## config.mk

```make
export PLATFORM = sky130hd
export DESIGN_NAME = stream_arbiter
export DESIGN_NICKNAME = d
export VERILOG_FILES = /design/src/rtl/stream_arbiter.sv
export SDC_FILE = /design/constraint.sdc
export NUM_CORES = 1
export LEC_CHECK = 0
export CAP_MARGIN = 10
export CORE_MARGIN = 3
export CORE_UTILIZATION = 23
export CTS_CLUSTER_DIAMETER = 60
export DETAILED_ROUTE_END_ITERATION = 8
export PLACE_DENSITY = 0.75
export SLEW_MARGIN = 20
export SYNTH_ARGS = -nofsm -noshare
export SYNTH_HDL_FRONTEND = slang
export SYNTH_SLANG_ARGS = --single-unit
```

## constraint.sdc

```tcl
create_clock -name clk_i -period 1.1 [get_ports clk_i]
set_input_delay 0.165 -clock clk_i [delete_from_list [all_inputs] [get_ports clk_i]]
set_output_delay 0.165 -clock clk_i [all_outputs]
set_load 0.02 [all_outputs]
```

## src/rtl/stream_arbiter.sv

```systemverilog
// Round-robin AXI-Stream arbiter: the selected slave keeps the master until its tlast
// beat is accepted. Data passes through combinationally and is never stored.
module stream_arbiter #(
   parameter int S_DATA_COUNT = 2,
   parameter int T_DATA_WIDTH = 8,
   localparam int T_ID_M_WIDTH = $clog2(S_DATA_COUNT)
) (
   input  logic                                 clk_i,
   input  logic                                 rst_i,
   input  logic [S_DATA_COUNT-1:0]              s_tvalid_i,
   input  logic [S_DATA_COUNT*T_DATA_WIDTH-1:0] s_tdata_i,
   input  logic [S_DATA_COUNT-1:0]              s_tlast_i,
   output logic [S_DATA_COUNT-1:0]              s_tready_o,
   output logic                                 m_tvalid_o,
   output logic [T_DATA_WIDTH-1:0]              m_tdata_o,
   output logic                                 m_tlast_o,
   output logic [T_ID_M_WIDTH-1:0]              m_tid_o,
   input  logic                                 m_tready_i
);

   generate
      if (S_DATA_COUNT < 2 || S_DATA_COUNT > 16) begin : g_cfg_err
         $error("stream_arbiter: S_DATA_COUNT must be in 2..16");
      end
   endgenerate

   typedef enum logic {IDLE, LOCKED} state_t;

   state_t                  state, state_n;
   logic [T_ID_M_WIDTH-1:0] grant, grant_n;
   logic [T_ID_M_WIDTH-1:0] rr_ptr, rr_ptr_n;
   logic [T_DATA_WIDTH-1:0] tdata_arr [S_DATA_COUNT];
   logic                    found;
   int unsigned             sum;
   logic [T_ID_M_WIDTH-1:0] idx;

   always_comb begin
      for (int unsigned k = 0; k < S_DATA_COUNT; k++) begin
         tdata_arr[k] = s_tdata_i[k*T_DATA_WIDTH +: T_DATA_WIDTH];
      end
   end

   always_ff @(posedge clk_i or posedge rst_i) begin
      if (rst_i) begin
         state  <= IDLE;
         grant  <= '0;
         rr_ptr <= '0;
      end else begin
         state  <= state_n;
         grant  <= grant_n;
         rr_ptr <= rr_ptr_n;
      end
   end

   always_comb begin
      state_n    = state;
      grant_n    = grant;
      rr_ptr_n   = rr_ptr;
      found      = 1'b0;
      sum        = 0;
      idx        = '0;
      s_tready_o = '0;
      m_tvalid_o = 1'b0;
      m_tdata_o  = '0;
      m_tlast_o  = 1'b0;
      m_tid_o    = grant;
      case (state)
         IDLE: begin
            // Rotated search starting at rr_ptr; wrap by subtraction so non-power-of-2 counts work.
            for (int unsigned i = 0; i < S_DATA_COUNT; i++) begin
               sum = 32'(rr_ptr) + i;
               if (sum >= S_DATA_COUNT) sum = sum - S_DATA_COUNT;
               idx = T_ID_M_WIDTH'(sum);
               if (!found && s_tvalid_i[idx]) begin
                  found   = 1'b1;
                  grant_n = idx;
                  state_n = LOCKED;
               end
            end
         end
         LOCKED: begin
            m_tvalid_o        = s_tvalid_i[grant];
            m_tdata_o         = tdata_arr[grant];
            m_tlast_o         = s_tlast_i[grant];
            s_tready_o[grant] = m_tready_i;
            if (s_tvalid_i[grant] && m_tready_i && s_tlast_i[grant]) begin
               state_n = IDLE;
               if (grant == T_ID_M_WIDTH'(S_DATA_COUNT - 1)) rr_ptr_n = '0;
               else rr_ptr_n = grant + 1'b1;
            end
         end
         default: state_n = IDLE;
      endcase
   end

endmodule

```

==> summary.txt <==
Timing
  – RSZ-0062 raised after global routing: true
  – Slew Limit Headroom: 0.868
  – Final hold vios: 0
  – Fmax achieved: between 600 and 700 MHz
  – Setup TNS: -3730 ps
  – Period utilization: 1.30
  – Layout Skew: 1.35 ps
  – Worst setup margin: -335 ps
  – Setup violations, final: 15
  – Minimum clock period: about 1400 ps
  – Worst-Margin Slew: approximately 190 ps
  – Minimum hold slack: a little under 90 ps
  – Max-slew violation count: 0

Min path
  – Hold Crit Class: input pin to async pin

Layout
  – Share of layout cells above drive strength 1: 0.545
  – Area occupied by multi-input gates: around 260 um^2
  – Fillcell total: about 90
  – Most frequent cells in the layout: clkdlybuf4s50_1, buf_6, nor2_2
  – Storage cell area: 76.3 um^2
  – Ant. Diodes: 0
  – Area growth, synth to finish: 183%
  – Nets: around 110
  – Commonest non-fill, non-tap cell in the layout: clkdlybuf4s50_1

Logic synthesis
  – Synthesized cell area: between 300 and 400 um^2
  – Synth Area in Simple Gates: 0.230
  – Register bit count reported by yosys: 3
  – Cell variety after synth: 15
  – Post-synthesis compound-gate area fraction: 0.0927
  – Synthesis Warnings: 0
  – Xor-xnor portion of the synthesized cell area: 0
  – Synth Net Count: 62
  – Synth Area in Adders: 0
  – Seq/Total Area, Yosys: 0.242
  – Average cell area after synthesis: 7.96 um^2
  – Post-synthesis mux area share: 0.339
  – Main combinational cell family by area after synthesis: multiplexers
  – Gate Count Post-Synth: 39

Power and ir drop
  – PwrDens: 2270 nW/um^2
  – Leak Pwr: roughly 0.41 nW
  – VDD IR max: around 1.3 mV

Floorplanning
  – Die height: about 43 um
  – Die X-Extent: between 40 and 50 um
  – Initial core utilization: 0.262
  – Row count: 12
  – Full die area: around 1800 um^2
  – IO Pins: 36
  – Core Region: roughly 1200 um^2

Global route
  – Global router's overall resource usage: 0.144
  – Initial antenna violation count: 0
  – Vias in the first global route: 428
  – Remaining Overflow, GRT: 0
  – First-pass GRT wire length: ~1900 um
  – Pin count of the biggest net entering global routing: 6

Detailed routing
  – Routed WL per cell: between 10 and 15 um
  – DR vias: about 460
  – Residual DRC: 0
  – Initial DRC Count: 3
  – DRT Pass-1 Iters: 4
  – ANT nets after route: 0
  – DRT Wirelength: ~1200 um
  – Vias per inst: 4.49

Worst setup path
  – R2R Path Start: m_tid_o$_DFFE_PP0P_
  – Critical Path Start Type: flip-flop
  – CP Max Fanout: 4
  – Worst Path Required: between 900 and 1000 ps
  – WP data arrival: 1270 ps
  – R2R depth: 5
  – Critical path class: flip-flop to output port
  – R2r setup slk: -120 ps
  – Worst setup EP type: output port
  – R2R Path End: rr_ptr$_DFFE_PP0P_

Clocking
  – Clock Sinks: 3
  – Clk_lat worst skew: 240 ps
  – CTS clk-pin slew, worst paths: 40 ps
  – Total CTS buffers: 3
  – Cts hold-fix bufs: 0
  – Htree depth: 1
  – CTS root buffer: clkbuf_4
  – Clk buf depth: 2
  – CTS tree: done

Placement
  – Worst slack, placed: -608 ps
  – Routability-driven placement congestion ratio: 0.733
  – IO Port Bufs: 35
  – Post-DP HPWL: ~900 um

Outcome
  – Violated checks: setup timing
  – Status: finished, violations left

Run
  – Max cap viols: 0
==> power breakdown <==
part           internal, W  switching (W)
registers         0.000161      0.0000612
logic             0.000910       0.000660
clock network     0.000136      0.0000629
==> final cells by class <==
class	count	area share
clock buffer	4	0.0299
multi-input combinational	31	0.299
tap	14	0.0199
timing repair buffer	48	0.556
sequential	3	0.0869
inverter	2	0.00855
==> metal layers <==
layer  global-route usage  wire, um
met2                0.225       590
met5                    0         0
met3               0.0508       100
met1                0.148       432
met4                0.130        39
==> per-stage QoR <==
stage | std cells | total power [W] | area (um^2) | utilization
after global placement | 97 | 0.00157 | 787 | 0.664
final | 102 | 0.00199 | 878 | 0.741
after global routing | 102 | 0.00213 | 878 | 0.741
after CTS | 102 | 0.00198 | 867 | 0.731
after detailed placement | 97 | 0.00158 | 787 | 0.664
after floorplan | 39 | 0.000977 | 348 | -
==> synth_stat cells <==
| master | number | share of area |
|---|---|---|
| nand2_1 | 2 | 0.024 |
| a31oi_1 | 3 | 0.060 |
| a21oi_1 | 2 | 0.032 |
| and3_1 | 1 | 0.020 |
| inv_1 | 2 | 0.024 |
| and2_1 | 1 | 0.020 |
| mux2i_1 | 9 | 0.29 |
| clkbuf_1 | 1 | 0.012 |
| dfrtp_1 | 3 | 0.24 |
| nor2_1 | 10 | 0.12 |
| buf_6 | 1 | 0.036 |
| mux2_4 | 1 | 0.048 |
| and3b_1 | 1 | 0.028 |
| nor3_1 | 1 | 0.016 |
| buf_4 | 1 | 0.024 |
==> registers in the layout, summed over array words and instances (netlist names) <==
signal and count:
m_tid_o 1, rr_ptr 1, state 1
==> critical path, cell delays in order (launching register included) <==
cell     delay (ps)
dfrtp_2         460
mux2_4          320
and2_4          140
buf_6           120
==> how the worst max path moves through the flow <==
stage                                    from      endpoint  slack (ps)  depth (start not counted)
after floorplan           m_tid_o$_DFFE_PP0P_  m_tdata_o[0]        -120                          4
after global placement          s_tvalid_i[0]    m_tvalid_o        -600                          4
after detailed placement        s_tvalid_i[0]    m_tvalid_o        -610                          4
after CTS                 m_tid_o$_DFFE_PP0P_    m_tvalid_o        -350                          3
after global routing      m_tid_o$_DFFE_PP0P_  m_tdata_o[5]        -390                          4
final                     m_tid_o$_DFFE_PP0P_    m_tvalid_o        -330                          3
==> cell families after synthesis <==
family          after synthesis
buf+inv                       5
compound gates                5
mux                          10
flops                         3
simple gates                 16
==> repair_timing <==
action | CTS | global route
buffers inserted | 1 | 0
endpoints found under the setup margin | 15 | 15
pin swaps | 2 | 3
resized for setup | 85 | 3
gates cloned | 0 | 0
(Power assumes the default switching activity.)
